$ cat config.mk
export PLATFORM = sky130hd
export DESIGN_NAME = s2p_rx
export DESIGN_NICKNAME = d
export VERILOG_FILES = /design/src/rtl/s2p_rx_pkg.sv /design/src/rtl/s2p_bitcnt.sv /design/src/rtl/s2p_rx.sv
export SDC_FILE = /design/constraint.sdc
export NUM_CORES = 1
export LEC_CHECK = 0
export ABC_AREA = 1
export CAP_MARGIN = 20
export CELL_PAD_IN_SITES_DETAIL_PLACEMENT = 0
export CELL_PAD_IN_SITES_GLOBAL_PLACEMENT = 2
export CORE_MARGIN = 2
export CORE_UTILIZATION = 31
export CTS_CLUSTER_SIZE = 16
export DETAILED_ROUTE_END_ITERATION = 10
export PLACE_DENSITY_LB_ADDON = 0.1
export SLEW_MARGIN = 20
export SYNTH_ARGS = -nofsm -noshare
export SYNTH_HDL_FRONTEND = slang
export SYNTH_SLANG_ARGS = --single-unit
$ cat constraint.sdc
create_clock -name i_clk -period 2.4 [get_ports i_clk]
set_clock_uncertainty 0.05 [all_clocks]
set_input_delay 0.36 -clock i_clk [delete_from_list [all_inputs] [get_ports i_clk]]
set_output_delay 0.36 -clock i_clk [all_outputs]
set_load 0.02 [all_outputs]
$ cat src/rtl/s2p_rx_pkg.sv
// rtl/s2p_rx_pkg.sv - shared state encoding and default word width for the serial-to-parallel blocks
package s2p_rx_pkg;

    typedef enum logic {
        IDLE  = 1'b0,
        SHIFT = 1'b1
    } state_t;

    localparam int S2P_DEFAULT_WIDTH = 16;

endpackage

$ cat src/rtl/s2p_bitcnt.sv
// rtl/s2p_bitcnt.sv - bit counter with hold, clear (optionally restarting at 1) and terminal-count flag
module s2p_bitcnt
    import s2p_rx_pkg::*;
#(
    parameter int WIDTH = S2P_DEFAULT_WIDTH,
    parameter int CW    = $clog2(WIDTH + 1)
) (
    input  logic i_clk,
    input  logic i_rst_n,
    input  logic i_clr,
    input  logic i_inc,
    output logic o_tc
);

    logic [CW-1:0] r_cnt;

    // clr together with inc restarts the count at 1 (the current bit is bit 0 of a new word)
    always_ff @(posedge i_clk) begin
        if (!i_rst_n) begin
            r_cnt <= '0;
        end else if (i_clr) begin
            r_cnt <= i_inc ? CW'(1) : '0;
        end else if (i_inc) begin
            r_cnt <= r_cnt + CW'(1);
        end
    end

    assign o_tc = (r_cnt == CW'(WIDTH - 1));

endmodule

$ cat src/rtl/s2p_rx.sv
// rtl/s2p_rx.sv - serial-to-parallel receiver with word-sync realignment and error pulse
module s2p_rx
    import s2p_rx_pkg::*;
#(
    parameter int WIDTH     = S2P_DEFAULT_WIDTH,
    parameter bit MSB_FIRST = 1'b1
) (
    input  logic             i_clk,
    input  logic             i_rst_n,
    input  logic             i_S2P,
    input  logic             i_enable,
    input  logic             i_sync,
    output logic [WIDTH-1:0] o_S2P,
    output logic             o_valid,
    output logic             o_busy,
    output logic             o_err
);

    state_t           r_state;
    state_t           w_state_nxt;
    logic [WIDTH-1:0] r_shift;
    logic [WIDTH-1:0] r_word;
    logic             r_valid;
    logic             r_err;
    logic             w_clr;
    logic             w_inc;
    logic             w_tc;
    logic             w_done;
    logic             w_restart;
    logic [WIDTH-1:0] w_first;
    logic [WIDTH-1:0] w_shifted;

    s2p_bitcnt #(.WIDTH(WIDTH)) u_bitcnt (
        .i_clk   (i_clk),
        .i_rst_n (i_rst_n),
        .i_clr   (w_clr),
        .i_inc   (w_inc),
        .o_tc    (w_tc)
    );

    // Bit 0 enters at the end that ends up at its final position after WIDTH-1 more shifts
    assign w_first   = MSB_FIRST ? {{(WIDTH-1){1'b0}}, i_S2P} : {i_S2P, {(WIDTH-1){1'b0}}};
    assign w_shifted = MSB_FIRST ? {r_shift[WIDTH-2:0], i_S2P} : {i_S2P, r_shift[WIDTH-1:1]};

    assign w_restart = i_enable && i_sync && (r_state == SHIFT);
    assign w_done    = i_enable && !i_sync && (r_state == SHIFT) && w_tc;

    always_comb begin
        w_state_nxt = r_state;
        w_clr       = 1'b0;
        w_inc       = 1'b0;
        case (r_state)
            IDLE: begin
                if (i_enable) begin
                    w_state_nxt = SHIFT;
                    w_inc       = 1'b1;
                end
            end
            SHIFT: begin
                if (i_enable) begin
                    if (i_sync) begin
                        w_clr = 1'b1;
                        w_inc = 1'b1;
                    end else if (w_tc) begin
                        w_clr       = 1'b1;
                        w_state_nxt = IDLE;
                    end else begin
                        w_inc = 1'b1;
                    end
                end
            end
            default: w_state_nxt = IDLE;
        endcase
    end

    always_ff @(posedge i_clk) begin
        if (!i_rst_n) begin
            r_state <= IDLE;
            r_shift <= '0;
            r_word  <= '0;
            r_valid <= 1'b0;
            r_err   <= 1'b0;
        end else begin
            r_state <= w_state_nxt;
            r_valid <= w_done;
            r_err   <= w_restart;
            if (i_enable) begin
                r_shift <= (r_state == IDLE || i_sync) ? w_first : w_shifted;
            end
            if (w_done) begin
                r_word <= w_shifted;
            end
        end
    end

    assign o_S2P   = r_word;
    assign o_valid = r_valid;
    assign o_err   = r_err;
    assign o_busy  = (r_state == SHIFT);

endmodule

# Word-level counts from Yosys, hierarchy flattened
# Cells that the tools add are included.
word_totals:
  input_bits: 5
  latch_bits: 0
  wordCells: 32
  mem_count: 0
  mem_bits_rw: 0
  reg_bits: 39
  mem_bits_ro: 0
op_classes:
  n_eq_ne: 1
  n_reduce_logical: 8
  bitwise: 1
  div_mod_pow: 0
  n_shift: 0
  multipliers: 0
  magnitude_cmp: 0
  n_mux: 15
  n_addsub: 1
ops:
  columns: ["cell", "count"]
  rows:
  - ["15-bit two-way mux", 1]
  - ["1-bit two-way mux", 10]
  - ["5-bit two-way mux", 2]
  - ["5-bit by 1-bit adder with 5-bit output, second input constant", 1]
  - ["5-bit by 4-bit equality test with 1-bit output, second input constant", 1]
  - ["1-bit logical AND", 5]
  - ["1-bit case mux with 2 select lines", 2]
  - ["2-bit nonzero test", 1]
  - ["1-bit logical NOT", 1]
  - ["1-bit logical OR", 1]
  - ["1-bit inverter", 1]

# Logic depth before layout (Yosys ltp)
# Gate-level depths: netlist of the first run.
depth:
  depth_word: 7
  ltp_mapped: 10
  mapped_depth_nobuf: 9

# By module
# From an unflattened synthesis of the first run, not the netlist that was laid out.
unflattened:
  hier_cells: 190
  area_unflattened_um2: 1576.5
modules_own_cells:
  columns: ["mod", "area_each_um2", "cells_per_inst", "instances", "seq_area_each_um2"]
  rows:
  - ["s2p_rx", 1321.3, 156, 1, 680.7]
  - ["s2p_bitcnt", 255.2, 34, 1, 100.1]

# Worst setup path after synthesis of the first run
# Ideal clock, no wire load.
synth_path:
  path_kind: "register to register"
  startpoint: "register u_bitcnt.r_cnt[0]"
  endpoint: "register r_word[0] (netlist: o_S2P[0])"
  n_path_buf: 1
  t_arrival_ns: 1.379
  required_ns: 2.237
  path_slack_ns: 0.858
  setup_ns: 0.113
  stages_incl_launch_ff: 11
  path_cell_list: "dfxtp_1 ha_1 nand2_1 nor2_1 ha_1 nand2_1 nor2_2 nor2_4 buf_2 nand2_1 nand2_1"
synth_via:
  elab_chain_cells: 2
synth_lines:
  columns: ["element", "line_no", "source"]
  rows:
  - ["from (decl)", "s2p_bitcnt.sv:15", "logic [CW-1:0] r_cnt;"]
  - ["from (signal assigned)", "s2p_bitcnt.sv:22", "r_cnt <= i_inc ? CW'(1) : '0;"]
  - ["from (signal assigned)", "s2p_bitcnt.sv:24", "r_cnt <= r_cnt + CW'(1);"]
  - ["5-bit by 4-bit equality test with 1-bit output", "s2p_bitcnt.sv:28", "assign o_tc = (r_cnt == CW'(WIDTH - 1));"]
  - ["1-bit logical AND", "s2p_rx.sv:46", "assign w_done = i_enable && !i_sync && (r_state == SHIFT) && w_tc;"]
  - ["to (signal assigned)", "s2p_rx.sv:91", "r_word <= w_shifted;"]
  - ["to (decl)", "s2p_rx.sv:22", "logic [WIDTH-1:0] r_word;"]
# Every way passes these cells.
# A chain may end at the register's enable or synchronous reset.

# Worst setup path after layout of the first run
layout_path:
  startpoint: "register r_state (netlist: o_busy)"
  endpoint: "output port o_busy"
layout_lines:
  columns: ["element", "line_no", "source"]
  rows:
  - ["from (decl)", "s2p_rx.sv:19", "state_t r_state;"]
  - ["from (signal assigned)", "s2p_rx.sv:84", "r_state <= w_state_nxt;"]
  - ["to (decl)", "s2p_rx.sv:15", "output logic o_busy,"]
# No word-level cell between the ends.

==> results of run 1 <==
[worst min-delay path by stage]
stage                                   to  slack [ns]
global placement     o_S2P[7]$_SDFFE_PN0P_        0.38
floorplan           o_S2P[15]$_SDFFE_PN0P_        0.38
global route         o_S2P[9]$_SDFFE_PN0P_        0.42
CTS                  o_S2P[2]$_SDFFE_PN0P_        0.40
detailed placement  o_S2P[12]$_SDFFE_PN0P_        0.38
finish              o_S2P[12]$_SDFFE_PN0P_        0.40
[layer usage]
| layer | vias up | wire, µm | part of all wire (%) |
|---|---|---|---|
| li1 | 626 | - | - |
| met5 | - | 0 | 0 |
| met3 | 10 | 97 | 3.3 |
| met4 | 0 | 71 | 2.4 |
| met1 | 514 | 1350 | 46 |
| met2 | 22 | 1400 | 48 |
[flip-flops by register name (all words and copies together) (netlist names)]
name	count
o_S2P	16
r_shift	15
o_busy	1
u_bitcnt.r_cnt	5
o_valid	1
o_err	1
[cells in the final DEF, fill, tap and decap left out]
master / netlist / layout
nor3_4: 1 / 1
buf_4: 2 / 4
inv_2: 1 / 1
o21ai_0: 4 / 4
nor2_2: 3 / 3
clkdlybuf4s50_1: 0 / 23
nor2_4: 1 / 1
inv_1: 6 / 6
inv_4: 1 / 1
nor3_1: 2 / 2
dfxtp_1: 39 / 39
nor2_1: 8 / 8
bufinv_16: 0 / 2
a21oi_1: 3 / 3
or2_0: 1 / 1
ha_1: 2 / 2
clkinvlp_4: 0 / 1
nand3_1: 15 / 15
clkbuf_8: 0 / 5
nand2_4: 1 / 1
nand2_1: 90 / 90
[through the flow]
stage	instance area, µm²	std cells	hold WS (ns)	util (%)
detailed placement	1720	257	0.382	38.9
finish	1850	265	0.396	42.0
global placement	1720	257	0.379	38.9
CTS	1850	265	0.400	42.0
global route	1850	265	0.418	42.0
floorplan	1440	185	0.376	-
[power groups by stage]
| stage | Clock, mW | Combinational [mW] | Sequential, mW |
|---|---|---|---|
| 2_1_floorplan | 0 | 0.0360 | 0.674 |
| 3_3_place_gp | 0 | 0.0572 | 0.673 |
| 3_5_place_dp | 0 | 0.0584 | 0.673 |
| 4_1_cts | 0.663 | 0.0590 | 0.658 |
| 5_1_grt | 0.692 | 0.0636 | 0.659 |
| 6_report | 0.649 | 0.0575 | 0.658 |
[final cells by class]
type	count	area, µm²
fill	473	2560
sequential	39	781
multi-input combinational	131	577
timing repair buffer	27	260
clock buffer	5	68.8
clock inverter	3	67.6
tap	52	65.1
inverter	8	32.5
[synth_stat cells]
cell	count	area [µm²]
or2_0	1	6.26
buf_4	2	15.0
o21ai_0	4	20.0
inv_2	1	3.75
buf_6	1	11.3
a21oi_1	3	15.0
dfxtp_1	39	781
inv_1	6	22.5
nor3_4	1	16.3
nand2_1	90	338
buf_2	3	15.0
inv_4	1	6.26
buf_1	1	3.75
nor2_2	3	18.8
ha_1	2	25.0
nor3_1	2	10.0
nand2_4	1	11.3
nor2_4	1	11.3
nand3_1	15	75.1
nor2_1	8	30.0
[logic make-up (layout without fill, tap and decap cells)]
| group | count (synthesis) | after routing |
|---|---|---|
| fa+ha+maj | 2 | 2 |
| buf+inv | 15 | 43 |
| simple gates | 122 | 122 |
| compound gates | 7 | 7 |
| flops | 39 | 39 |
==> flow_summary.json, run 1 <==
{
  "crit_path_start": "o_busy$_SDFF_PN0_",
  "routed_wl_um": 2920,
  "antenna_found_initial": 0,
  "synth_xor_area_share_pct": 0,
  "worst_slew_margin_rel_pct": 74.2,
  "grt_overflow": 0,
  "yosys.area_share.simple_pct": 36.0,
  "crit_end": "o_busy",
  "cts_sinks": 39,
  "crit_family": "buffers and inverters",
  "numCtsBuffers": 5,
  "synth_area_mm2": 0.00144,
  "power.share.clock_pct": 47.6,
  "grt_util_met3_pct": 3.06,
  "drt_iter0_markers": 51,
  "vias": 1172,
  "grt_setup_unrepaired": "false",
  "endpoint_kind": "primary output",
  "irDropWorstVdd_mv": 0.374,
  "grtUsageTotal_pct": 12.2,
  "place.port_buffers": 23,
  "slowest_delay_ns": 0.64,
  "grt_max_degree": 17,
  "r2r_end": "o_S2P[8]$_SDFFE_PN0P_",
  "syn_area_per_cell_um2": 7.76,
  "synth-compound-area-share_pct": 2.44,
  "die_h_um": 72.0,
  "crit_slowest_cell": "clkdlybuf4s50_1",
  "n_antenna_cell": 0,
  "grt_pass1_vias": 1150,
  "die_area_mm2": 0.00519,
  "dpl.hpwl_um": 2040,
  "period_share_pct": 73.9,
  "grt_util_met1_pct": 13.3,
  "die_x_um": 72.0,
  "top_usage_layer": "met2",
  "path_class": "flop to primary output",
  "cp.depth": 1,
  "cts_resized": 0,
  "crit_buf_inv": 1,
  "hold_class": "flop to flop",
  "drv_cap": 0,
  "worstReg2RegStart": "u_bitcnt.r_cnt[0]$_SDFFE_PN0P_",
  "core_mm2": 0.00441,
  "gp_congestion": 0.701,
  "timing.fmax_mhz": 564,
  "finalHoldViolations": 0,
  "status": "finished, final reports clean",
  "cts_tree": "done",
  "synth_fa_ha_area_share_pct": 1.74,
  "syn_nets": 192,
  "arrival_ns": 1.36,
  "htree_levels": 2,
  "worstHoldStart": "o_S2P[12]$_SDFFE_PN0P_",
  "muxShareOfSynthArea_pct": 0,
  "hold_depth": 2,
  "remaining_drc_errors": 0,
  "start_kind": "flop",
  "tightest_slew_ns": 0.386,
  "rrSetupSlack_ns": 0.69,
  "pin_count": 24,
  "ant_nets": 0,
  "clkTransAtPathRegs_ns": 0.08,
  "switching_power_mw": 0.277,
  "yosysSeqAreaShare_pct": 54.4,
  "wl_per_cell_um": 11.0,
  "syn_to_final_growth_pct": 29.0,
  "synth_cell_types": 20,
  "sequentialPowerShare_pct": 48.2,
  "synth-seq-cells": 39,
  "dr.pass1.iters": 4,
  "yosysWarnings": 0,
  "crit_fanout": 4,
  "dp_slack_ns": 0.416,
  "rows": 24,
  "post-route-min-period_ns": 1.77,
  "intPower_mw": 1.09,
  "grt_pass1_wl_um": 4930,
  "cts_root_buf": "clkbuf_8",
  "initial_core_util_pct": 32.5,
  "pwr-share-comb_pct": 4.2,
  "switching_share_pct": 20.3,
  "fin_tns_setup_ns": 0,
  "setup_viol": 0,
  "p_leak_nw": 0.836,
  "cts_setup_buffers": 0,
  "clockBufferDepth": 2,
  "use_met2_pct": 21.7,
  "clk_latency_ns": 0.29,
  "slew_viol_final": 0,
  "finalPower_mw": 1.36,
  "holdBufCountCts": 0,
  "fin_nets": 219,
  "syn-instance-count": 185,
  "crit_chain": "clkdlybuf4s50_1",
  "synth_top_family_by_area": "simple AND/OR/NAND/NOR gates",
  "reg2regPathDepth": 9,
  "viasPerCell": 4.42,
  "worst_ep_required_time_ns": 1.99,
  "power_density_mw_per_mm2": 737,
  "layout_setup_ws_ns": 0.626,
  "drive_gt1_share_pct": 9.39
}
Power figures use the tool's default switching activity.
==> run 2, diff against run 1 <==
- CORE_UTILIZATION: 31 -> 29
- clock period: 2.4 -> 1.8 ns (I/O delays scaled with it)
==> run 2 against run 1 <==
Against the previous run:
- register-to-register slack got worse by 0.51 ns
- utilization fell by 2.5 points
- die area rose by 6.5%
- combinational power rose by 50%
- sequential share of layout area fell by 0.40 points
- critical path type unchanged
- largest cell class unchanged
- count of clock-buffer cells in the layout did not move
==> flow_summary.json, run 2 (synthesized netlist as in run 1, its figures left out) <==
{
  "antenna_found_initial": 0,
  "grt_overflow": 0,
  "clkTransAtPathRegs_ns": 0.07,
  "timing.fmax_mhz": 594,
  "n_antenna_cell": 0,
  "rows": 25,
  "layout_common_cells": "nand2_1 (90), dfxtp_1 (37), clkdlybuf4s50_1 (23)",
  "slew_viol_final": 0,
  "crit_chain": "clkdlybuf4s50_1",
  "cts_sinks": 39,
  "crit_slowest_cell": "clkdlybuf4s50_1",
  "initial_core_util_pct": 30.2,
  "start_kind": "flop",
  "grt_pass1_wl_um": 5140,
  "core_mm2": 0.00475,
  "crit_family": "buffers and inverters",
  "drive_gt1_share_pct": 13.0,
  "grt_setup_unrepaired": "false",
  "htree_levels": 2,
  "holdWs_ns": 0.393,
  "routed_wl_um": 2900,
  "worst_ep_required_time_ns": 1.48,
  "die_x_um": 74.3,
  "place.port_buffers": 23,
  "viasPerCell": 4.25,
  "clockBufferDepth": 2,
  "drv_cap": 0,
  "worstReg2RegStart": "u_bitcnt.r_cnt[0]$_SDFFE_PN0P_",
  "drt_iter0_markers": 61,
  "hold_depth": 2,
  "rrSetupSlack_ns": 0.18,
  "final_common_cell": "nand2_1",
  "arrival_ns": 1.36,
  "gp_congestion": 0.717,
  "hold_class": "flop to flop",
  "grt_max_degree": 18,
  "power_density_mw_per_mm2": 818,
  "grt_pass1_vias": 1145,
  "endpoint_kind": "primary output",
  "vias": 1202,
  "post-route-min-period_ns": 1.68,
  "reg2regPathDepth": 10,
  "slowest_delay_ns": 0.65,
  "period_share_pct": 93.5,
  "numCtsBuffers": 5,
  "fin_tns_setup_ns": 0,
  "pin_count": 24,
  "cts_tree": "done",
  "grtUsageTotal_pct": 12.5,
  "tightest_slew_ns": 0.275,
  "syn_to_final_growth_pct": 30.7,
  "fin_nets": 222,
  "status": "finished, final reports clean",
  "die_area_mm2": 0.00553,
  "ant_nets": 0,
  "num-fill-cells": 514,
  "wl_per_cell_um": 10.2,
  "r2r_end": "o_S2P[2]$_SDFFE_PN0P_",
  "min_to": "o_S2P[8]$_SDFFE_PN0P_",
  "crit_fanout": 4,
  "dr.pass1.iters": 4,
  "crit_buf_inv": 1,
  "p_leak_nw": 0.839,
  "irDropWorstVdd_mv": 0.263,
  "largest_reg_flops": 16,
  "die_h_um": 74.3,
  "path_class": "flop to primary output",
  "worst_slew_margin_rel_pct": 81.6,
  "holdBufCountCts": 0,
  "cts_root_buf": "clkbuf_8",
  "remaining_drc_errors": 0,
  "worstHoldStart": "o_S2P[8]$_SDFFE_PN0P_",
  "setup_viol": 0,
  "clk_latency_ns": 0.29,
  "finalHoldViolations": 0,
  "dpl.hpwl_um": 1960
}
-- run 2: cell types whose count changed in the layout (fill, tap and decap cells not counted) --
| cell | previous run | this run |
|---|---|---|
| clkinv_2 | 0 | 3 |
| buf_12 | 0 | 2 |
| bufinv_16 | 2 | 0 |
| dfxtp_1 | 39 | 37 |
| dfxtp_2 | 0 | 2 |
| ha_1 | 2 | 0 |
| ha_2 | 0 | 2 |
| buf_4 | 4 | 5 |
| clkinvlp_4 | 1 | 0 |
| nor2_1 | 8 | 7 |
| nor2_2 | 3 | 4 |
-- run 2: cell type report --
| class | count | area [µm²] | share of cell area (%) |
|---|---|---|---|
| well taps | 67 | 83.8 | 4.47 |
| clock inverters | 3 | 15.0 | 0.801 |
| flip-flops and latches | 39 | 783 | 41.8 |
| inverters | 8 | 32.5 | 1.73 |
| clock buffers | 5 | 68.8 | 3.67 |
| repair buffers | 30 | 308 | 16.4 |
| multi-input cells | 131 | 584 | 31.2 |
-- run 2: worst max-delay path by stage --
stage	to	cells after the start	slack, ns	startpoint
global route	o_S2P[7]$_SDFFE_PN0P_	10	0.02	u_bitcnt.r_cnt[1]$_SDFFE_PN0P_
detailed placement	r_shift[6]$_SDFFE_PN0P_	6	0.12	i_enable
CTS	o_S2P[2]$_SDFFE_PN0P_	9	0.09	u_bitcnt.r_cnt[0]$_SDFFE_PN0P_
floorplan	o_S2P[0]$_SDFFE_PN0P_	10	0.26	u_bitcnt.r_cnt[0]$_SDFFE_PN0P_
global placement	r_shift[2]$_SDFFE_PN0P_	6	0.12	i_enable
finish	o_busy	1	0.12	o_busy$_SDFF_PN0_
-- run 2: what timing repair did --
| action | 4_1_cts | 5_1_grt |
|---|---|---|
| resized for setup | 0 | 5 |
| endpoints found under the hold margin | 0 | 0 |
| buffers inserted | 0 | 2 |
| setup endpoints to repair | 0 | 16 |
-- run 2: worst min-delay path: stages, from the launching register on --
cell and delay, ns:
dfxtp_1 0.31, nand2_1 0.06, nand2_1 0.04
-- run 2: metrics by stage --
step / area, µm² / std cells / setup WS, ns / power (mW) / util [%]
final: 1880 / 283 / 0.117 / 1.53 / 39.4
after global routing: 1880 / 283 / 0.0159 / 1.62 / 39.4
after CTS: 1840 / 281 / 0.0932 / 1.55 / 38.7
after detailed placement: 1750 / 273 / 0.118 / 0.977 / 36.9
after global placement: 1750 / 273 / 0.123 / 0.977 / 36.9
after floorplan: 1440 / 185 / 0.258 / 0.947 / -
-- run 2: where the power goes --
group          leakage, nW  switching [mW]  internal (mW)
combinational        0.476          0.0512         0.0353
sequential           0.316         0.00713          0.871
clock               0.0477           0.304          0.265
total                0.839           0.362           1.17
-- run 2: layer usage --
metal / global-route usage [%] / wire (µm) / share of wire (%) / vias up
met2: 20.3 / 1370 / 47 / 19
met3: 4.07 / 117 / 4.0 / 6
met4: 5.95 / 38 / 1.3 / 0
li1: - / - / - / 629
met5: 0 / 0 / 0 / -
met1: 14.9 / 1370 / 47 / 548
